## src/rtl/frame_receiver_pkg.sv

```systemverilog
// frame_receiver_pkg
// Shared definitions for the serial frame receiver: FSM state encoding,
// default payload width and the idle level of the serial line.
package frame_receiver_pkg;

  typedef enum logic [1:0] {
    ST_IDLE   = 2'd0,
    ST_DATA   = 2'd1,
    ST_PARITY = 2'd2,
    ST_STOP   = 2'd3
  } state_e;

  localparam int unsigned DEFAULT_DATA_BITS = 8;

  // Serial line rests high; a low sample in IDLE is a start bit.
  localparam logic LINE_IDLE = 1'b1;

endpackage

```

## src/rtl/frame_receiver.sv

```systemverilog
// frame_receiver
// Serial-to-parallel front end. It waits for a start bit on a strobed serial
// line, shifts in DATA_BITS payload bits LSB-first, then a parity bit, then
// checks the stop bit. A good frame is presented as a registered
// {parity, payload} word together with a one-cycle valid pulse.
//
// Ports:
//   clk          system clock, rising edge
//   rst_n        asynchronous active-low reset
//   bit_valid    strobe; serial_in is sampled only when high
//   serial_in    serial line (idle high)
//   clear        synchronous abort back to IDLE (frame_data retained)
//   frame_data   [DATA_BITS] parity bit, [DATA_BITS-1:0] payload; last good frame
//   frame_valid  one-cycle pulse when frame_data updates
//   framing_err  one-cycle pulse when the stop bit is 0
//   busy         high whenever the FSM is not in IDLE
//   parity_err   pulses with frame_valid on a parity failure
//
// Build option: define FRAME_PARITY_CHECK_EN to enable the registered
// parity_err output; otherwise parity_err is tied low and parity is left to
// the downstream checker.
module frame_receiver
  import frame_receiver_pkg::*;
#(
  parameter int unsigned DATA_BITS  = DEFAULT_DATA_BITS,
  parameter int unsigned PARITY_ODD = 0
) (
  input  logic                 clk,
  input  logic                 rst_n,
  input  logic                 bit_valid,
  input  logic                 serial_in,
  input  logic                 clear,
  output logic [DATA_BITS:0]   frame_data,
  output logic                 frame_valid,
  output logic                 framing_err,
  output logic                 busy,
  output logic                 parity_err
);

  // A one-bit payload would give a zero-width counter; keep at least one bit.
  localparam int unsigned CNT_W    = (DATA_BITS > 1) ? $clog2(DATA_BITS) : 1;
  localparam logic [CNT_W-1:0] CNT_LAST = CNT_W'(DATA_BITS - 1);
  localparam logic ODD_BIT = 1'(PARITY_ODD);

  state_e                 state_q, state_d;
  logic [CNT_W-1:0]       cnt_q, cnt_d;
  logic [DATA_BITS-1:0]   shift_q, shift_d;
  logic                   par_q, par_d;
  logic [DATA_BITS:0]     frame_data_q, frame_data_d;
  logic                   frame_valid_q, frame_valid_d;
  logic                   framing_err_q, framing_err_d;
  logic                   parity_bad_s;

  // Parity over the whole captured frame compared with the configured sense.
  assign parity_bad_s = (^{par_q, shift_q}) != ODD_BIT;

  // Next-state, datapath and pulse generation.
  always_comb begin
    state_d       = state_q;
    cnt_d         = cnt_q;
    shift_d       = shift_q;
    par_d         = par_q;
    frame_data_d  = frame_data_q;
    frame_valid_d = 1'b0;
    framing_err_d = 1'b0;

    if (clear) begin
      // Abort wins over a same-cycle strobe; the partial frame is dropped.
      state_d = ST_IDLE;
      cnt_d   = '0;
      shift_d = '0;
      par_d   = 1'b0;
    end else if (bit_valid) begin
      case (state_q)
        ST_IDLE: begin
          if (serial_in != LINE_IDLE) begin
            state_d = ST_DATA;
            cnt_d   = '0;
            shift_d = '0;
          end else begin
            state_d = ST_IDLE;
          end
        end
        ST_DATA: begin
          shift_d[cnt_q] = serial_in;
          if (cnt_q == CNT_LAST) begin
            state_d = ST_PARITY;
            cnt_d   = '0;
          end else begin
            cnt_d = cnt_q + CNT_W'(1);
          end
        end
        ST_PARITY: begin
          par_d   = serial_in;
          state_d = ST_STOP;
        end
        ST_STOP: begin
          // A low stop bit is reported, never reinterpreted as a start bit.
          if (serial_in == LINE_IDLE) begin
            frame_data_d  = {par_q, shift_q};
            frame_valid_d = 1'b1;
          end else begin
            framing_err_d = 1'b1;
          end
          state_d = ST_IDLE;
        end
        default: begin
          state_d = ST_IDLE;
          cnt_d   = '0;
        end
      endcase
    end else begin
      // No strobe: hold everything, pulses return low.
      state_d = state_q;
    end
  end

  // State and output registers.
  always_ff @(posedge clk or negedge rst_n) begin
    if (!rst_n) begin
      state_q       <= ST_IDLE;
      cnt_q         <= '0;
      shift_q       <= '0;
      par_q         <= 1'b0;
      frame_data_q  <= '0;
      frame_valid_q <= 1'b0;
      framing_err_q <= 1'b0;
    end else begin
      state_q       <= state_d;
      cnt_q         <= cnt_d;
      shift_q       <= shift_d;
      par_q         <= par_d;
      frame_data_q  <= frame_data_d;
      frame_valid_q <= frame_valid_d;
      framing_err_q <= framing_err_d;
    end
  end

`ifdef FRAME_PARITY_CHECK_EN
  logic parity_err_q;

  // Parity failure pulse, aligned with the frame_valid pulse.
  always_ff @(posedge clk or negedge rst_n) begin
    if (!rst_n) begin
      parity_err_q <= 1'b0;
    end else begin
      parity_err_q <= frame_valid_d & parity_bad_s;
    end
  end

  assign parity_err = parity_err_q;
`else
  // Checking disabled: the parity sense only matters when the check exists.
  assign parity_err = ODD_BIT & parity_bad_s & 1'b0;
`endif

  assign frame_data  = frame_data_q;
  assign frame_valid = frame_valid_q;
  assign framing_err = framing_err_q;
  assign busy        = (state_q != ST_IDLE);

endmodule

```

## config.mk

```make
export PLATFORM = sky130hd
export DESIGN_NAME = frame_receiver
export DESIGN_NICKNAME = d
export VERILOG_FILES = /design/src/rtl/frame_receiver_pkg.sv /design/src/rtl/frame_receiver.sv
export SDC_FILE = /design/constraint.sdc
export NUM_CORES = 1
export LEC_CHECK = 0
export ABC_AREA = 1
export CORE_ASPECT_RATIO = 1.5
export CORE_UTILIZATION = 35
export DETAILED_ROUTE_END_ITERATION = 8
export GPL_TIMING_DRIVEN = 1
export HOLD_SLACK_MARGIN = 0.02
export SYNTH_ARGS = -nofsm -noshare
export SYNTH_HDL_FRONTEND = slang
export SYNTH_SLANG_ARGS = --single-unit
```

## constraint.sdc

```tcl
create_clock -name clk -period 3.3 [get_ports clk]
set_input_delay 0.825 -clock clk [delete_from_list [all_inputs] [get_ports clk]]
set_output_delay 0.825 -clock clk [all_outputs]
set_load 0.005 [all_outputs]
```

==> results of run 1 <==
-- worst min-delay path by stage --
stage,startpoint,to,depth (start not counted)
floorplan,shift_q[5],shift_q[5],2
global placement,shift_q[0],shift_q[0],2
detailed placement,shift_q[0],shift_q[0],2
CTS,shift_q[0],shift_q[0],2
global route,shift_q[0],shift_q[0],2
finish,shift_q[0],shift_q[0],2
-- logic make-up after synthesis --
| kind of cell | after synthesis | synth area share, % |
|---|---|---|
| adders and majority gates | 6 | 5.71 |
| buffers and inverters | 26 | 9.32 |
| DFF | 25 | 47.6 |
| and+or+nand+nor | 104 | 34.6 |
| AOI/OAI and AO/OA | 6 | 2.47 |
| other | 1 | 0.285 |
-- through the flow --
stage / cell area (um2) / hold slack (ns)
4_1_cts: 1530 / 0.480
5_1_grt: 1530 / 0.507
2_1_floorplan: 1320 / 0.442
3_3_place_gp: 1490 / 0.456
3_5_place_dp: 1490 / 0.459
6_report: 1530 / 0.475
-- worst register-to-register path, stage by stage, from the launching register on --
cell     delay, ns
dfrtp_1       0.42
inv_1         0.09
ha_1          0.18
inv_1         0.04
nor2_1        0.54
nand2_1       0.20
nand2_1       0.13
nand2_1       0.06
nand2_1       0.06
-- power breakdown --
group | total [mW] | internal, mW | switching, mW
clock | 0.173 | 0.0860 | 0.0866
sequential | 0.315 | 0.310 | 0.00472
combinational | 0.0662 | 0.0236 | 0.0426
total | 0.553 | 0.420 | 0.134
-- routing by layer --
layer / track usage (%) / up-vias / share of wire (%)
li1: - / 553 / -
met1: 17.3 / 480 / 44
met2: 24.1 / 13 / 53
met3: 1.79 / 6 / 1.7
met4: 6.49 / 0 / 2.0
met5: 0 / - / 0
-- cells in the mapped netlist --
| cell | number |
|---|---|
| a211oi_1 | 1 |
| buf_2 | 1 |
| buf_4 | 2 |
| buf_6 | 2 |
| clkbuf_2 | 1 |
| conb_1 | 1 |
| dfrtp_1 | 25 |
| ha_1 | 6 |
| inv_1 | 15 |
| inv_2 | 5 |
| nand2_1 | 69 |
| nand2_2 | 2 |
| nand3_1 | 17 |
| nand3_4 | 1 |
| nand4_1 | 8 |
| nor2_1 | 5 |
| nor2_2 | 2 |
| o21ai_0 | 1 |
| o21ai_1 | 4 |
-- sequential cells by signal, indices dropped and copies added (netlist names) --
name and cells:
frame_data 9, par_q 1, cnt_q 3, state_q 2, framing_err 1, frame_valid 1
shift_q 8
-- placed cells by master, fill, tap and decap left out, drive strengths merged --
cell type      count
inv               20
nand3             18
o21ai              5
clkdlybuf4s50     16
a211oi             1
nand4              8
conb               1
buf                1
clkbuf             4
nand2             71
dfrtp             25
nor2               7
ha                 6
-- final cells by class --
cell class | count | area [um2]
multi-input cells | 117 | 567
repair buffers | 17 | 168
clock buffers | 4 | 45.0
inverters | 20 | 75.1
fillers | 337 | 1950
well taps | 42 | 52.6
flip-flops and latches | 25 | 626
==> run metrics, run 1 <==
outcome=complete, no violations; DRT Pass-1 Iters=4; Ant. Diodes=0; final core occ=44.0%; crit path launch=state_q[0]; # Max-Cap Violations=0; Yosys top cell area share=47.6%; critical path type=reg -> out; Syn-to-layout area delta=16.6%; Worst-Skew Late Latency=0.26 ns; r2r setup slk=1.53 ns; sequential share of the synthesized area=47.6%; Final Cycle Share=71.3%; initial core utilization=37.8%; cts repair resizes=0; # DRC=0; CTS Buffer Depth=2; htree depth=1; first-pass GRT wire length=4420 um; Setup Buffers After CTS=0; largest net degree at the start of global routing=26; Via Count=1,052; fmax=0.425 GHz; synth top area cells=dfrtp_1 (48%), nand2_1 (20%), nand3_1 (6.5%); Synthesized Nets=179; Overall Global Routing Usage=14.3%; Crit Reg-Reg Startpoint=state_q[1]; Layout Cells excl Fill=225; Die W=52.0 um; layout cell share with drive strength beyond 1=7.65%; io pins=18; top fanout value on the critical path=4; RSZ-0062 raised after global routing=no; post-route ant nets=0; Crit path max-delay family=buffers and inverters; placed cell count=221; initial antenna violation count=0; Worst EP arrival=1.53 ns; number of global-route vias before repair=1,022; leading area contributor after synthesis=dfrtp_1; Worst Max-Slew Pin Slew=0.716 ns; worst r2r dst=state_q[0]; core area=3480 um2; post-DP HPWL=1810 um; total negative setup slack=0 ns; Sink Count=25; data required time at the worst endpoint=2.47 ns; worst clock skew=0.00208 ns; final setup violation count=0; Final Power=0.553 mW; CP max-delay cell=clkdlybuf4s50_1; gpl congestion=0.795; row cnt=26; fin crit period=2.35 ns; CTS tree=yes; Overflow after GRT=0; TritonCTS Buffers=3; Worst VDD drop=187 uV; Yosys reg bits=25; mapped cell area=1320 um2; CP max stage delay=0.49 ns; Crit path depth=4; clock root cell=clkbuf_8; r2r worst-path depth=8; Power Dens Cells=361 nW/um2; Final #Nets=195; CP Launch Type=register; worst setup margin=0.948 ns; DIE HEIGHT=77.1 um; Max-Slew Margin vs Limit=52.1%; worst path cell trace=inv_1 -> ha_1 -> inv_2 -> clkdlybuf4s50_1; yosys warns=0; Reg clk slew, reported paths=0.08 ns; pre-CTS setup slack=0.828 ns; post-synthesis area per instance=7.83 um2; HP Class=reg -> reg; drt wl/cell=10.8 um; Via-to-Cell Ratio=4.68; Worst Path Buf+Inv=3; Yosys cell types=19; initial drt markers=13; Mapped Cells=168; Setup crit end kind=primary output; P_leak=0.829 nW; port bufs=16; total length of routed wires=2430 um; crit path to=busy; Max Slew Vio Count=0; final-report hold violation count=0; die area=4010 um2; # hold bufs at CTS=0
No activity file was read; power rests on OpenSTA's default activity.
==> run 2: changes to the inputs <==
Clock period 3.3 ns to 2.37 ns, I/O delays scaled along.
==> run 2 against run 1 <==
Non-clock buffer count grew 1. Utilization grew 0.22 points. Combinational power grew 40%. Worst setup slack lost 0.71 ns. Clock power grew 44%. Flip-flop and latch count is the same. Sequential share of layout area shrank 0.20 points. Sequential power grew 39%. Cell count grew 0.44%. Count of clock-buffer cells in the layout is the same. Total power grew 41%. Largest cell class unchanged. Critical path depth is the same.
==> run metrics, run 2 (synthesized netlist as in run 1, its figures left out) <==
Placed Instance Area=1500 um2 (+0.50%); Worst EP arrival=1.54 ns (about the same); post-DP HPWL=1850 um (+2.5%); Via-to-Cell Ratio=4.77 (+2.1%); r2r worst-path depth=8 (unchanged); worst r2r dst=cnt_q[2]; worst clock skew=0.00351 ns (+0.00142 ns); Final Cycle Share=89.8%; core area=3480 um2 (unchanged); # Max-Cap Violations=0 (unchanged); Crit Reg-Reg Startpoint=state_q[0]; Worst Hold Launch=shift_q[0]; DRT Pass-1 Iters=4 (unchanged); RSZ-0062 raised after global routing=no; htree depth=1 (unchanged); outcome=complete, no violations; DIE HEIGHT=77.1 um (unchanged); WHS Path Cells=2 (unchanged); number of global-route vias before repair=1,008 (-1.4%); critical path type=reg -> out; CTS Buffer Depth=2 (unchanged); Power Dens Cells=507 nW/um2 (+40%); most common cell after layout, fill and taps aside=nand2_1; Max Slew Vio Count=0 (unchanged); data required time at the worst endpoint=1.78 ns (-0.69 ns); Sink Count=25 (unchanged); number of flip-flops in the largest register=9 (unchanged); Layout Cells excl Fill=226 (+0.44%); fin area=1540 um2 (+0.49%); Overall Global Routing Usage=14.2% (-0.085 points); placed cell count=222 (+0.45%); Worst-Skew Late Latency=0.27 ns (about the same); fin crit period=2.13 ns; HP Class=reg -> reg; Via Count=1,079 (+2.6%); final setup violation count=0 (unchanged); Final Power=0.780 mW (+41%); Worst Hold Endpoint=frame_data[0]; commonest cells after routing, fill and taps aside=nand2_1 (69), dfrtp_1 (25), nand3_1 (17); io pins=18 (unchanged); Reg clk slew, reported paths=0.08 ns (about the same); fmax=0.470 GHz; gpl congestion=0.847 (+6.6%); layout cell share with drive strength beyond 1=8.15% (+0.50 points); P_leak=0.835 nW (+0.65%); Overflow after GRT=0 (unchanged); Syn-to-layout area delta=17.1%; initial drt markers=54 (+41); Final #Nets=196 (+0.51%); top fanout value on the critical path=4 (unchanged); final-report hold violation count=0 (unchanged); # DRC=0 (unchanged); port bufs=16 (unchanged); post-route ant nets=0 (unchanged); CTS tree=yes; largest net degree at the start of global routing=26 (unchanged); initial core utilization=37.8% (unchanged); clock root cell=clkbuf_8; # hold bufs at CTS=0 (unchanged); r2r setup slk=0.89 ns (-0.64 ns); Ant. Diodes=0 (unchanged); drt wl/cell=10.6 um (-2.1%); row cnt=26 (unchanged); initial antenna violation count=0 (unchanged); total negative setup slack=0 ns (unchanged); Die W=52.0 um (unchanged); CP Launch Type=register; Setup crit end kind=primary output; Worst VDD drop=257 uV (+37%); first-pass GRT wire length=4280 um (-3.1%); TritonCTS Buffers=3 (unchanged); Setup Buffers After CTS=0 (unchanged); die area=4010 um2 (unchanged); crit path launch=state_q[0]; total length of routed wires=2390 um (-1.7%); cts repair resizes=0 (unchanged)
==> run 2: critical path: stages (launching register included) <==
cell and delay, ns:
dfrtp_1 0.40, inv_1 0.08, ha_1 0.23, inv_2 0.07, clkdlybuf4s50_1 0.49
==> run 2: layout make-up <==
class / instances / area [um2]
well taps: 42 / 52.6
clock buffers: 4 / 45.0
flip-flops and latches: 25 / 626
repair buffers: 18 / 175
fillers: 362 / 1940
multi-input cells: 117 / 567
inverters: 20 / 75.1
==> run 2: worst max-delay path by stage <==
stage | to | slack, ns | cells after the start
4_1_cts | busy | 0.22 | 4
5_1_grt | busy | 0.16 | 4
6_report | busy | 0.24 | 4
2_1_floorplan | busy | 1.06 | 3
3_5_place_dp | frame_data[3] | 0.24 | 7
3_3_place_gp | frame_data[5] | 0.35 | 7
==> run 2: where the power goes <==
| group | internal [mW] | total, mW | switching (mW) |
|---|---|---|---|
| clock | 0.120 | 0.249 | 0.129 |
| combinational | 0.0338 | 0.0929 | 0.0592 |
| sequential | 0.432 | 0.438 | 0.00641 |
==> run 2: metrics by stage <==
step	utilization [%]	setup slack (ns)	hold slack (ns)
finish	44.2	0.242	0.484
global route	44.2	0.160	0.497
CTS	44.2	0.222	0.484
detailed placement	43.0	0.242	0.463
global placement	43.0	0.348	0.461
floorplan	-	1.06	0.297
==> run 2: layer usage <==
layer / global-route usage, % / share of wire, % / vias up
met2: 23.5 / 52 / 21
met1: 16.9 / 43 / 495
li1: - / - / 558
met3: 1.79 / 3.3 / 5
met5: 0 / 0 / -
met4: 8.11 / 2.4 / 0
==> run 3: changes to the inputs <==
Clock period 2.37 ns to 2.2 ns, I/O delays scaled along.
==> run 3 against run 2 <==
Total power up 7.8%. Die area unchanged. Sequential power up 7.8%. Combinational power increased by 11%. Global-route usage down 0.56 points. Non-clock buffer count rose by 2. Cell area grew 0.97%. Largest cell class unchanged. Highest routed layer unchanged.
==> run metrics, run 3 (synthesized netlist as in run 1, its figures left out) <==
Via-to-Cell Ratio=4.65 (-2.5%); initial core utilization=37.8% (unchanged); clock root cell=clkbuf_8; P_leak=0.843 nW (+1.0%); worst hold slack=0.473 ns (-0.0110 ns); gpl congestion=0.803 (-5.2%); DIE HEIGHT=77.1 um (unchanged); Overall Global Routing Usage=13.6% (-0.56 points); Crit path depth=4 (unchanged); final-report hold violation count=0 (unchanged); fmax=0.476 GHz; critical path type=reg -> out; Final #Nets=198 (+1.0%); first-pass GRT wire length=4150 um (-3.2%); top fanout value on the critical path=4 (unchanged); row cnt=26 (unchanged); Worst EP arrival=1.55 ns (about the same); CTS tree=yes; port bufs=16 (unchanged); number of global-route vias before repair=1,020 (+1.2%); total negative setup slack=0 ns (unchanged); Sink Count=25 (unchanged); Setup Buffers After CTS=0 (unchanged); HP Class=reg -> reg; drt wl/cell=10.5 um (-0.67%); Max Slew Vio Count=0 (unchanged); io pins=18 (unchanged); most common cell after layout, fill and taps aside=nand2_1; final core occ=44.7% (+0.43 points); Ant. Diodes=0 (unchanged); r2r setup slk=0.69 ns (-0.20 ns); data required time at the worst endpoint=1.65 ns (-0.13 ns); Worst Path Buf+Inv=3 (unchanged); die area=4010 um2 (unchanged); htree depth=1 (unchanged); commonest cells after routing, fill and taps aside=nand2_1 (69), dfrtp_1 (25), nand3_1 (17); Worst Hold Launch=shift_q[1]; Reg clk slew, reported paths=0.08 ns (about the same); Crit path max-delay family=buffers and inverters; Die W=52.0 um (unchanged); CP max stage delay=0.49 ns (about the same); Via Count=1,061 (-1.7%); Setup crit end kind=primary output; Worst VDD drop=257 uV (+0.24%); layout cell share with drive strength beyond 1=9.14% (+0.99 points); r2r worst-path depth=8 (unchanged); outcome=complete, no violations; initial drt markers=22 (-59%); Power Dens Cells=541 nW/um2 (+6.8%); # hold bufs at CTS=0 (unchanged); total length of routed wires=2390 um (+0.21%); CP Launch Type=register; final setup violation count=0 (unchanged); Worst-Skew Late Latency=0.26 ns (about the same); post-route ant nets=0 (unchanged); Syn-to-layout area delta=18.3%; CTS Buffer Depth=2 (unchanged); TritonCTS Buffers=3 (unchanged); number of flip-flops in the largest register=9 (unchanged); worst r2r dst=cnt_q[1]; # Max-Cap Violations=0 (unchanged); # DRC=0 (unchanged); worst path cell trace=inv_1 -> ha_1 -> inv_2 -> clkdlybuf4s50_1; worst clock skew=0.00255 ns (-0.000960 ns); CP max-delay cell=clkdlybuf4s50_1; Overflow after GRT=0 (unchanged); initial antenna violation count=0 (unchanged); core area=3480 um2 (unchanged); WHS Path Cells=2 (unchanged); post-DP HPWL=1840 um (-1.0%); RSZ-0062 raised after global routing=no; Final Cycle Share=95.5%; Worst Hold Endpoint=shift_q[1]; Crit Reg-Reg Startpoint=state_q[0]; DRT Pass-1 Iters=4 (unchanged); fin crit period=2.10 ns; cts repair resizes=0 (unchanged); largest net degree at the start of global routing=26 (unchanged)
==> run 3: cell types whose count changed in the layout (fill, tap and decap cells not counted), sizes merged <==
cell / previous run / this run
buf: 2 / 4
==> run 3: cell type report <==
type	count	area (um2)
Tap cell	42	52.6
Timing Repair Buffer	20	190
Multi-Input combinational cell	117	567
Fill cell	350	1930
Inverter	20	75.1
Sequential cell	25	626
Clock buffer	4	45.0
==> run 3: routing by layer <==
metal  track usage, %  vias up  part of all wire [%]
met5                0        -                     0
met4             5.68        0                   2.0
met3             2.38        5                   2.0
met2             24.5       12                    54
met1             14.9      484                    42
li1                 -      560                     -
==> run 3: worst max path at each step <==
stage / end / from
after global placement: frame_data[7] / bit_valid
after floorplan: shift_q[5] / state_q[0]
after CTS: busy / state_q[0]
after global routing: busy / state_q[0]
final: busy / state_q[0]
after detailed placement: frame_data[0] / bit_valid
==> run 3: worst register-to-register path, cell delays in order, from the launching register on <==
cell	delay, ns
dfrtp_1	0.42
inv_1	0.10
ha_1	0.20
inv_2	0.05
nand2_1	0.09
nand3_4	0.17
nand2_1	0.24
nand2_1	0.09
o21ai_1	0.08
==> run 3: metrics by stage <==
stage               total power [mW]  cell area (um2)  cells  setup WS (ns)
global route                   0.886             1560    228         0.0353
finish                         0.841             1560    228         0.0990
detailed placement             0.585             1510    224          0.267
CTS                            0.852             1560    228         0.0913
floorplan                      0.552             1320    168          0.916
global placement               0.581             1510    224          0.307
==> run 3: where the power goes <==
part	internal (mW)	switching (mW)	leakage (nW)
Sequential	0.465	0.00729	0.348
Combinational	0.0378	0.0650	0.472
Clock	0.129	0.137	0.0228
Total	0.632	0.209	0.843
